[config.mk]
export PLATFORM = sky130hd
export DESIGN_NAME = multicycle_cpu_core_flat
export DESIGN_NICKNAME = d
export VERILOG_FILES = /design/src/rtl/multicycle_cpu_core_if.sv /design/src/rtl/multicycle_cpu_core.sv /design/src/flat_wrapper.sv
export SDC_FILE = /design/constraint.sdc
export NUM_CORES = 1
export LEC_CHECK = 0
export ABC_AREA = 1
export CAP_MARGIN = 20
export CORE_MARGIN = 4
export CORE_UTILIZATION = 55
export CTS_CLUSTER_DIAMETER = 50
export CTS_CLUSTER_SIZE = 8
export DETAILED_ROUTE_END_ITERATION = 16
export GPL_TIMING_DRIVEN = 0
export HOLD_SLACK_MARGIN = 0.06
export PLACE_DENSITY_LB_ADDON = 0.2
export SYNTH_ARGS = -nofsm -noshare
export SYNTH_HDL_FRONTEND = slang
export SYNTH_SLANG_ARGS = --single-unit
[constraint.sdc]
create_clock -name clk -period 4.8 [get_ports clk]
set_input_delay 0.72 -clock clk [delete_from_list [all_inputs] [get_ports clk]]
set_output_delay 0.72 -clock clk [all_outputs]
set_load 0.01 [all_outputs]
[src/rtl/multicycle_cpu_core_if.sv]
// Instruction/operand input stream for multicycle_cpu_core (valid/ready handshake).
// The producer drives data and valid; the core answers with ready.
interface multicycle_cpu_core_if #(
  parameter int unsigned DATA_W = 10
);
  logic [DATA_W-1:0] in_data;
  logic              in_valid;
  logic              in_ready;

  modport master (
    output in_data,
    output in_valid,
    input  in_ready
  );

  modport slave (
    input  in_data,
    input  in_valid,
    output in_ready
  );
endinterface

[src/rtl/multicycle_cpu_core.sv]
// Multi-cycle single-bus CPU core: IR, T0..T3 step FSM, register file, A/G ALU regs, Z/C flags.
// Define CPU_MUL_EN to decode opcode 9 as MUL; otherwise opcode 9 is illegal.
module multicycle_cpu_core #(
  parameter int unsigned DATA_W = 10,
  parameter int unsigned NREG   = 4,
  localparam int unsigned RA_W  = $clog2(NREG)
) (
  input  logic              clk,
  input  logic              rstb,
  multicycle_cpu_core_if.slave in_if,
  input  logic [RA_W-1:0]   peek_addr,
  output logic [DATA_W-1:0] peek_data,
  output logic [DATA_W-1:0] bus_out,
  output logic [1:0]        step,
  output logic              done,
  output logic              err,
  output logic              flag_z,
  output logic              flag_c
);

  // IR keeps only opcode and the two register fields; the low bits carry no meaning.
  localparam int unsigned IR_W = 4 + 2 * RA_W;

  typedef enum logic [1:0] {StT0 = 2'd0, StT1 = 2'd1, StT2 = 2'd2, StT3 = 2'd3} step_e;

  localparam logic [3:0] OpLd  = 4'd0;
  localparam logic [3:0] OpMv  = 4'd1;
  localparam logic [3:0] OpAdd = 4'd2;
  localparam logic [3:0] OpSub = 4'd3;
  localparam logic [3:0] OpAnd = 4'd4;
  localparam logic [3:0] OpOr  = 4'd5;
  localparam logic [3:0] OpXor = 4'd6;
  localparam logic [3:0] OpShl = 4'd7;
  localparam logic [3:0] OpShr = 4'd8;
`ifdef CPU_MUL_EN
  localparam logic [3:0] OpMul = 4'd9;
`endif

  step_e             step_q, step_d;
  logic [IR_W-1:0]   ir_q, ir_d;
  logic [DATA_W-1:0] a_q, a_d;
  logic [DATA_W-1:0] g_q, g_d;
  logic              z_q, z_d;
  logic              c_q, c_d;
  logic              done_q, done_d;
  logic              err_q, err_d;
  logic [DATA_W-1:0] regs_q [NREG];

  logic              wr_en;
  logic [RA_W-1:0]   wr_idx;
  logic [DATA_W-1:0] wr_data;

  logic [3:0]        opcode;
  logic [RA_W-1:0]   rx, ry;
  logic              is_alu;
  logic [DATA_W-1:0] bus;
  logic              in_ready;
  logic [DATA_W-1:0] alu_res;
  logic              alu_c;
`ifdef CPU_MUL_EN
  logic [2*DATA_W-1:0] prod;
`endif

  assign opcode = ir_q[IR_W-1 -: 4];
  assign rx     = ir_q[2*RA_W-1 -: RA_W];
  assign ry     = ir_q[RA_W-1:0];

  always_comb begin
    is_alu = 1'b0;
    case (opcode)
      OpAdd, OpSub, OpAnd, OpOr, OpXor, OpShl, OpShr: is_alu = 1'b1;
`ifdef CPU_MUL_EN
      OpMul: is_alu = 1'b1;
`endif
      default: is_alu = 1'b0;
    endcase
  end

  // Internal bus source select; illegal opcodes drive zero.
  always_comb begin
    bus = '0;
    unique case (step_q)
      StT0: bus = in_if.in_data;
      StT1: begin
        if (opcode == OpLd) begin
          bus = in_if.in_data;
        end else if (opcode == OpMv) begin
          bus = regs_q[ry];
        end else if (is_alu) begin
          bus = regs_q[rx];
        end
      end
      StT2: bus = regs_q[ry];
      StT3: bus = g_q;
    endcase
  end

  // ALU: A is the left operand, the bus (Ry during T2) the right one.
  always_comb begin
    alu_res = '0;
    alu_c   = 1'b0;
`ifdef CPU_MUL_EN
    prod    = '0;
`endif
    case (opcode)
      OpAdd: {alu_c, alu_res} = {1'b0, a_q} + {1'b0, bus};
      OpSub: begin
        alu_res = a_q - bus;
        alu_c   = (a_q >= bus);
      end
      OpAnd: alu_res = a_q & bus;
      OpOr:  alu_res = a_q | bus;
      OpXor: alu_res = a_q ^ bus;
      OpShl: begin
        alu_res = {a_q[DATA_W-2:0], 1'b0};
        alu_c   = a_q[DATA_W-1];
      end
      OpShr: begin
        alu_res = {1'b0, a_q[DATA_W-1:1]};
        alu_c   = a_q[0];
      end
`ifdef CPU_MUL_EN
      OpMul: begin
        prod    = {{DATA_W{1'b0}}, a_q} * {{DATA_W{1'b0}}, bus};
        alu_res = prod[DATA_W-1:0];
        alu_c   = |prod[2*DATA_W-1:DATA_W];
      end
`endif
      default: begin
        alu_res = '0;
        alu_c   = 1'b0;
      end
    endcase
  end

  always_comb begin
    step_d   = step_q;
    ir_d     = ir_q;
    a_d      = a_q;
    g_d      = g_q;
    z_d      = z_q;
    c_d      = c_q;
    err_d    = err_q;
    done_d   = 1'b0;
    wr_en    = 1'b0;
    wr_idx   = rx;
    wr_data  = bus;
    in_ready = 1'b0;
    unique case (step_q)
      StT0: begin
        in_ready = 1'b1;
        if (in_if.in_valid) begin
          ir_d   = in_if.in_data[DATA_W-1 -: IR_W];
          step_d = StT1;
        end
      end
      StT1: begin
        if (opcode == OpLd) begin
          in_ready = 1'b1;
          if (in_if.in_valid) begin
            wr_en  = 1'b1;
            step_d = StT0;
            done_d = 1'b1;
          end
        end else if (opcode == OpMv) begin
          wr_en  = 1'b1;
          step_d = StT0;
          done_d = 1'b1;
        end else if (is_alu) begin
          a_d    = bus;
          step_d = StT2;
        end else begin
          err_d  = 1'b1;
          step_d = StT0;
          done_d = 1'b1;
        end
      end
      StT2: begin
        g_d    = alu_res;
        z_d    = (alu_res == '0);
        c_d    = alu_c;
        step_d = StT3;
      end
      StT3: begin
        wr_en  = 1'b1;
        step_d = StT0;
        done_d = 1'b1;
      end
    endcase
  end

  always_ff @(posedge clk) begin
    if (!rstb) begin
      step_q <= StT0;
      ir_q   <= '0;
      a_q    <= '0;
      g_q    <= '0;
      z_q    <= 1'b0;
      c_q    <= 1'b0;
      done_q <= 1'b0;
      err_q  <= 1'b0;
    end else begin
      step_q <= step_d;
      ir_q   <= ir_d;
      a_q    <= a_d;
      g_q    <= g_d;
      z_q    <= z_d;
      c_q    <= c_d;
      done_q <= done_d;
      err_q  <= err_d;
    end
  end

  always_ff @(posedge clk) begin
    if (!rstb) begin
      for (int i = 0; i < int'(NREG); i++) begin
        regs_q[i] <= '0;
      end
    end else if (wr_en) begin
      regs_q[wr_idx] <= wr_data;
    end
  end

  assign in_if.in_ready = in_ready;
  assign peek_data      = regs_q[peek_addr];
  assign bus_out        = bus;
  assign step           = step_q;
  assign done           = done_q;
  assign err            = err_q;
  assign flag_z         = z_q;
  assign flag_c         = c_q;

endmodule

[src/flat_wrapper.sv]
// flat-port wrapper written by rule: the top's interface ports become plain ports
module multicycle_cpu_core_flat 
#(
  parameter int unsigned DATA_W = 10,
  parameter int unsigned NREG   = 4,
  localparam int unsigned RA_W  = $clog2(NREG)
)
  (clk, rstb, peek_addr, peek_data, bus_out, step, done, err, flag_z, flag_c, in_if_in_data, in_if_in_valid, in_if_in_ready);
  multicycle_cpu_core_if #(.DATA_W(DATA_W)) in_if_i ();
  input  logic clk;
  input  logic rstb;
  input  logic [RA_W-1:0] peek_addr;
  output logic [DATA_W-1:0] peek_data;
  output logic [DATA_W-1:0] bus_out;
  output logic [1:0] step;
  output logic done;
  output logic err;
  output logic flag_z;
  output logic flag_c;
  input wire logic [$bits(in_if_i.in_data)-1:0] in_if_in_data;
  input wire logic [$bits(in_if_i.in_valid)-1:0] in_if_in_valid;
  output wire logic [$bits(in_if_i.in_ready)-1:0] in_if_in_ready;
  assign in_if_i.in_data = in_if_in_data;
  assign in_if_i.in_valid = in_if_in_valid;
  assign in_if_in_ready = in_if_i.in_ready;
  multicycle_cpu_core #(.DATA_W(DATA_W), .NREG(NREG)) u_core (.clk(clk), .rstb(rstb), .in_if(in_if_i), .peek_addr(peek_addr), .peek_data(peek_data), .bus_out(bus_out), .step(step), .done(done), .err(err), .flag_z(flag_z), .flag_c(flag_c));
endmodule
Yosys cells after proc, flatten, opt, wreduce, memory -nomap -nowiden --
Memory sizes are Yosys's and may differ from the RTL's. A register that Yosys moved wholly into a read port is not among the register bits. Index checks and enable logic that the tools add are counted.
Word-level totals: bits in registers 34, RAM bits 40, memories kept 1
Memories:
- u_core.regs_q | words 4, width 10, read ports 3, clocked after Yosys merged registers in 2, wr ports 4, RTL line multicycle_cpu_core.sv:47 | logic [DATA_W-1:0] regs_q [NREG];
Operators by class: $add $sub $neg 2, $lt $le $gt $ge 1, equal/unequal tests 13, mux-type cells 34, bitwise operators 6, reductions and logical operators 9
Operators with widths (count):
- 10-bit one-hot mux with 7 select lines | 1
- 10-bit 2-to-1 mux | 4
- 10-bit one-hot mux with 4 select lines | 1
- 2-bit 2-to-1 mux | 10
- 4-bit by 3-bit == test with 1-bit output, second input constant | 4
- 1-bit 2-to-1 mux | 13
- 10-bit by 10-bit adder with 11-bit output | 1
- 10-bit bitwise AND | 1
- 10-bit greater-or-equal comparator | 1
- 10-bit zero test | 1
- 10-bit bitwise OR | 1
- 10-bit OR reduction | 1
- 10-bit subtractor | 1
- 10-bit bitwise XOR | 1
- 4-bit by 2-bit == test with 1-bit output, second input constant | 2
- 2-bit one-hot mux with 4 select lines | 1
- 4-bit AND reduction | 2
- 7-bit OR reduction | 1
- 1-bit one-hot mux with 2 select lines | 3
- 2-bit == test, second input constant | 2
- 4-bit by 1-bit == test with 1-bit output, second input constant | 1
- 4-bit == test, second input constant | 1
- 4-bit zero test | 1
- 1-bit one-hot mux with 4 select lines | 1
- 6 further kinds | 9

Logic depth before layout (Yosys ltp) --
depth after elaboration 10, depth in mapped cells 31

Worst setup path after synthesis --
Ideal clock, no wire load.
path type flip-flop to flip-flop, start point register u_core.ir_q[4], end point register u_core.z_q, in the netlist u_core.flag_z, setup time 0.128 ns, arrival 3.401 ns, data required time 4.672 ns, setup slack 1.272 ns, stages on the path, launching flop included 28, path buffers 2, clock period less this slack 3.528 ns, cell sequence dfxtp_1 -> nor2_1 -> nand2_1 -> clkbuf_1 -> clkbuf_1 -> o21ai_0 -> o22ai_1 -> o21a_1 -> ha_1 -> fa_1 -> a21oi_1 -> o21ai_0 -> nand2_1 -> nand2_1 -> a21oi_1 -> nor2_1 -> o21ai_0 -> nand2_1 -> nand2_1 -> nand3_1 -> nand2_1 -> inv_1 -> nand2_1 -> nor2_1 -> nand2_1 -> nor2_1 -> nor2_1 -> nor2_1
Between the ends: longest elaborated chain between the ends 10, elaborated cells on any way between the ends 22
Ends and longest elaborated chain:
- start: declaration | RTL line multicycle_cpu_core.sv:40 | logic [IR_W-1:0] ir_q, ir_d;
- start signal: assignment | RTL line multicycle_cpu_core.sv:204 | ir_q <= ir_d;
- 4-bit by 2-bit == test with 1-bit output (tied with other cells) | RTL line multicycle_cpu_core.sv:70 | case (opcode)
- 7-bit OR reduction | RTL line multicycle_cpu_core.sv:70
- 1-bit 2-to-1 mux | RTL line multicycle_cpu_core.sv:70
- 10-bit 2-to-1 mux | RTL line multicycle_cpu_core.sv:89 | end else if (is_alu) begin
- 10-bit 2-to-1 mux | RTL line multicycle_cpu_core.sv:87 | end else if (opcode == OpMv) begin
- 10-bit 2-to-1 mux (*) | RTL line multicycle_cpu_core.sv:85 | if (opcode == OpLd) begin
- 10-bit one-hot mux with 4 select lines (*) | RTL line multicycle_cpu_core.sv:82 | unique case (step_q)
- named net bus_out[0] | RTL line flat_wrapper.sv:14 | output logic [DATA_W-1:0] bus_out;
- 10-bit subtractor (tied with other cells) | RTL line multicycle_cpu_core.sv:108 | alu_res = a_q - bus;
- 10-bit one-hot mux with 7 select lines (*) | RTL line multicycle_cpu_core.sv:105 | case (opcode)
- 10-bit zero test (*) | RTL line multicycle_cpu_core.sv:180 | z_d = (alu_res == '0);
- end signal: assignment | RTL line multicycle_cpu_core.sv:207 | z_q <= z_d;
- end: declaration | RTL line multicycle_cpu_core.sv:43 | logic z_q, z_d;
Mark *: on every way through the listed nets, which the timed path passes. The rest lies on a longest branch. A chain may end at the register's enable or synchronous reset.

Final worst setup path --
start point register u_core.ir_q[5], end point register u_core.z_q, in the netlist u_core.flag_z
Between the ends: longest elaborated chain between the ends 10, elaborated cells on any way between the ends 22
Ends and longest elaborated chain (RTL line):
- 4-bit by 2-bit == test with 1-bit output (tied with other cells) | multicycle_cpu_core.sv:70, multicycle_cpu_core.sv:105
- 7-bit OR reduction | multicycle_cpu_core.sv:70
- 1-bit 2-to-1 mux | multicycle_cpu_core.sv:70
- 10-bit 2-to-1 mux | multicycle_cpu_core.sv:89
- 10-bit 2-to-1 mux | multicycle_cpu_core.sv:87
- 10-bit 2-to-1 mux | multicycle_cpu_core.sv:85
- 10-bit one-hot mux with 4 select lines | multicycle_cpu_core.sv:82
- 10-bit subtractor (tied with other cells) | multicycle_cpu_core.sv:108
- 10-bit one-hot mux with 7 select lines (*) | multicycle_cpu_core.sv:105
- 10-bit zero test (*) | multicycle_cpu_core.sv:180
Every way passes the cells marked *; elsewhere a longest branch is shown, timed or not.

==> metrics.md <==
| Metric | Value |
|---|---|
| Die area | 11900 µm² |
| WP data required | 5.04 ns |
| Initial antenna violation count | 0 |
| Detail Placement HPWL | 14900 µm |
| GRT Resource Usage Total | 34.0% |
| Hold path start | u_core.flag_c |
| Core Util, Final | 64.8% |
| Die H | 109 µm |
| Final ANT Viol Nets | 0 |
| Clk root buf | clkbuf_8 |
| Depth of the CTS H-tree | 3 |
| Max frequency | about 0.23 GHz |
| Clk_lat worst skew | 0.37 ns |
| CP max FO | 10 |
| Antenna diode instance count | 0 |
| Synth Register Bits | 78 |
| Period Utilization, post-route | 92.4% |
| Core Rows | 36 |
| Leak | roughly 2.7 nW |
| Initial Util | 57.2% |
| Hold Fails Final Rpt | 0 |
| Core area | approximately 9900 µm² |
| Max_cap viols | 0 |
| Seq/Total Area, Yosys | a little over a third |
| Die width | 109 µm |
| Syn Nets | around 860 |
| Top sig layer | met4 |
| PwrDens | 342 nW/µm² |
| CTS tree | built |
| Met2 wire len | 8240 µm |
| Most common cell type on the critical path | nand2_1 |
| Reg2Reg Depth | 29 |
| Worst-Margin Slew | 0.933 ns |
| EDFF count, synth | 40 |
| Ys flop type | edfxtp_1 |
| HP Class | reg -> reg |
| Slew headroom | 37.7% |
| R2r setup slk | 0.37 ns |
| Ys Warns | 0 |
| Vias per inst | 6.14 |
| Most frequent cells in the layout | nand2_1, nor2_1, inv_1 |
| Routed vias | ~6100 |
| First-pass GRT wire length | a little over 30000 µm |
| Final Slew Violations | 0 |
| TritonCTS Buffers | 9 |
| I/O pin cnt | 42 |
| Critical Path Slowest Stage Cell | dfxtp_1 |
| Post-CTS setup buffers | 0 |
| Mean area per synthesized cell | 6.98 µm² |
| Reg2reg end | u_core.flag_z |
| Outcome | finished clean |
| Cell count of the worst hold path | 2 |
| RSZ-0062 raised after global routing | false |
| Async SR Flop Fraction | 0% |
| Global route overflow | 0 |
| DR iter-0 viols | 820 |
| Mapped Cells | 808 |
| Reg clk slew, reported paths | 0.08 ns |
| Critical path launch point type | flop |
| Endpoint of the worst hold path | u_core.flag_c |
| Largest net degree at the start of global routing | 14 |
| Max Root-Sink Buffers | 2 |
| Maximum vdd ir drop | 0.206 mV |
| Drt first pass iters | 5 |
| Layout Area Growth over Synthesis | 13.3% |
| RePlAce Congestion | 0.975 |
| Port buffer count | about 40 |
| Post-route DRC violation count | 0 |
| Worst setup startpoint | u_core.ir_q[5] |
| Clk sink count | just under 80 |
| Share of cells above drive strength 1 | 5.56% |
| Clock skew | 0.0116 ns |
| Most common cell after layout, fill and taps aside | nand2_1 |
| # setup viols final | 0 |
| Setup tns final | 0 ns |
| Metal3 WL | between 2000 and 2500 µm |
| WP data arrival | 4.68 ns |
| Crit path kind | reg -> reg |
| WL met1 | 8170 µm |
| Final wirelength | around 19000 µm |
| FF-to-FF Start | u_core.ir_q[5] |
| Number of distinct library cells after synthesis | 38 |
| Synthesized area | 5640 µm² |
| WL/cell | 19.2 µm |
| Post-layout min period | 4.43 ns |
| Nets@finish | between 900 and 1000 |
| Vias in the first global route | 5973 |
| Crit end category | flop |
| CP max stage delay | 0.45 ns |
[power by group]
group	internal, mW	switching [mW]	total [mW]
clock	0.186	0.258	0.445
sequential	0.761	0.0488	0.810
combinational	0.308	0.621	0.929
[flip-flops by register name (all words and copies together) (netlist names), named ones only]
register / count
u_core.regs_q: 40
u_core.a_q: 10
u_core.g_q: 10
u_core.ir_q: 8
u_core.done: 1
u_core.err: 1
u_core.flag_c: 1
u_core.flag_z: 1
u_core.step: 1
[final cells by class]
class | count | area (µm²)
plain buffers | 37 | 166
repair buffers | 41 | 410
flip-flops and latches | 78 | 1960
well taps | 133 | 166
inverters | 95 | 357
clock buffers | 10 | 128
clock inverters | 6 | 37.5
fillers | 899 | 3480
multi-input cells | 596 | 3160
[cell families (layout without fill, tap and decap cells)]
family,Yosys count,in the layout,share of synthesized area [%]
flops,78,78,34.8
compound gates,232,232,24.4
fa+ha+maj,32,32,7.23
simple gates,332,332,24.3
buf+inv,134,189,9.25
[stage by stage]
stage / worst slack [ns] / std cells / hold WS [ns] / instance area [µm²] / total power, mW
final: 0.365 / 996 / 0.478 / 6390 / 2.18
after global routing: 0.0160 / 996 / 0.520 / 6390 / 2.31
after floorplan: 1.27 / 808 / 0.467 / 5640 / 1.41
after CTS: 0.350 / 998 / 0.478 / 6380 / 2.15
after global placement: 0.402 / 982 / 0.455 / 6210 / 1.70
after detailed placement: 0.380 / 982 / 0.464 / 6220 / 1.73
[synthesized netlist by cell type, drive strengths merged, types with 2 or more instances]
library cell / n / share of area (%)
nand2: 137 / 9.4
nor2: 127 / 8.6
inv: 94 / 6.3
o21ai: 85 / 7.5
a21oi: 63 / 5.6
nand3: 56 / 5.1
edfxtp: 40 / 21
dfxtp: 38 / 13
ha: 31 / 6.9
clkbuf: 28 / 1.9
o22ai: 24 / 2.7
o211ai: 22 / 2.9
buf: 11 / 1.1
o2111ai: 10 / 1.6
o21a: 10 / 1.3
a211oi: 5 / 0.67
nor3: 5 / 0.44
nand4: 4 / 0.44
a2111oi: 3 / 0.58
a32o: 3 / 0.53
o21bai: 2 / 0.27
or2: 2 / 0.22
[worst max path at each step]
stage / end / slack (ns) / depth (start not counted)
after floorplan: u_core.flag_z / 1.27 / 27
after global placement: u_core.flag_c / 0.40 / 24
after detailed placement: u_core.flag_c / 0.38 / 24
after CTS: u_core.flag_c / 0.35 / 24
after global routing: u_core.flag_z / 0.02 / 30
final: u_core.flag_z / 0.37 / 29
[metal layers]
layer	track usage, %	up-vias
li1	-	2857
met1	48.1	2844
met2	51.5	356
met3	6.28	54
met4	13.2	0
met5	0	-
[worst max-delay path: cells and delay by family, from the launching register on]
family	cells	cell delay, ns
compound gates	8	1.15
fa+ha+maj	2	0.72
buf+inv	2	0.35
flops	1	0.45
simple gates	17	1.60
[timing repair]
action / in CTS / in global routing
endpoints found under the setup margin: 0 / 3
hold buffers: 0 / 0
gates resized for setup: 0 / 12
Power figures use the tool's default switching activity.
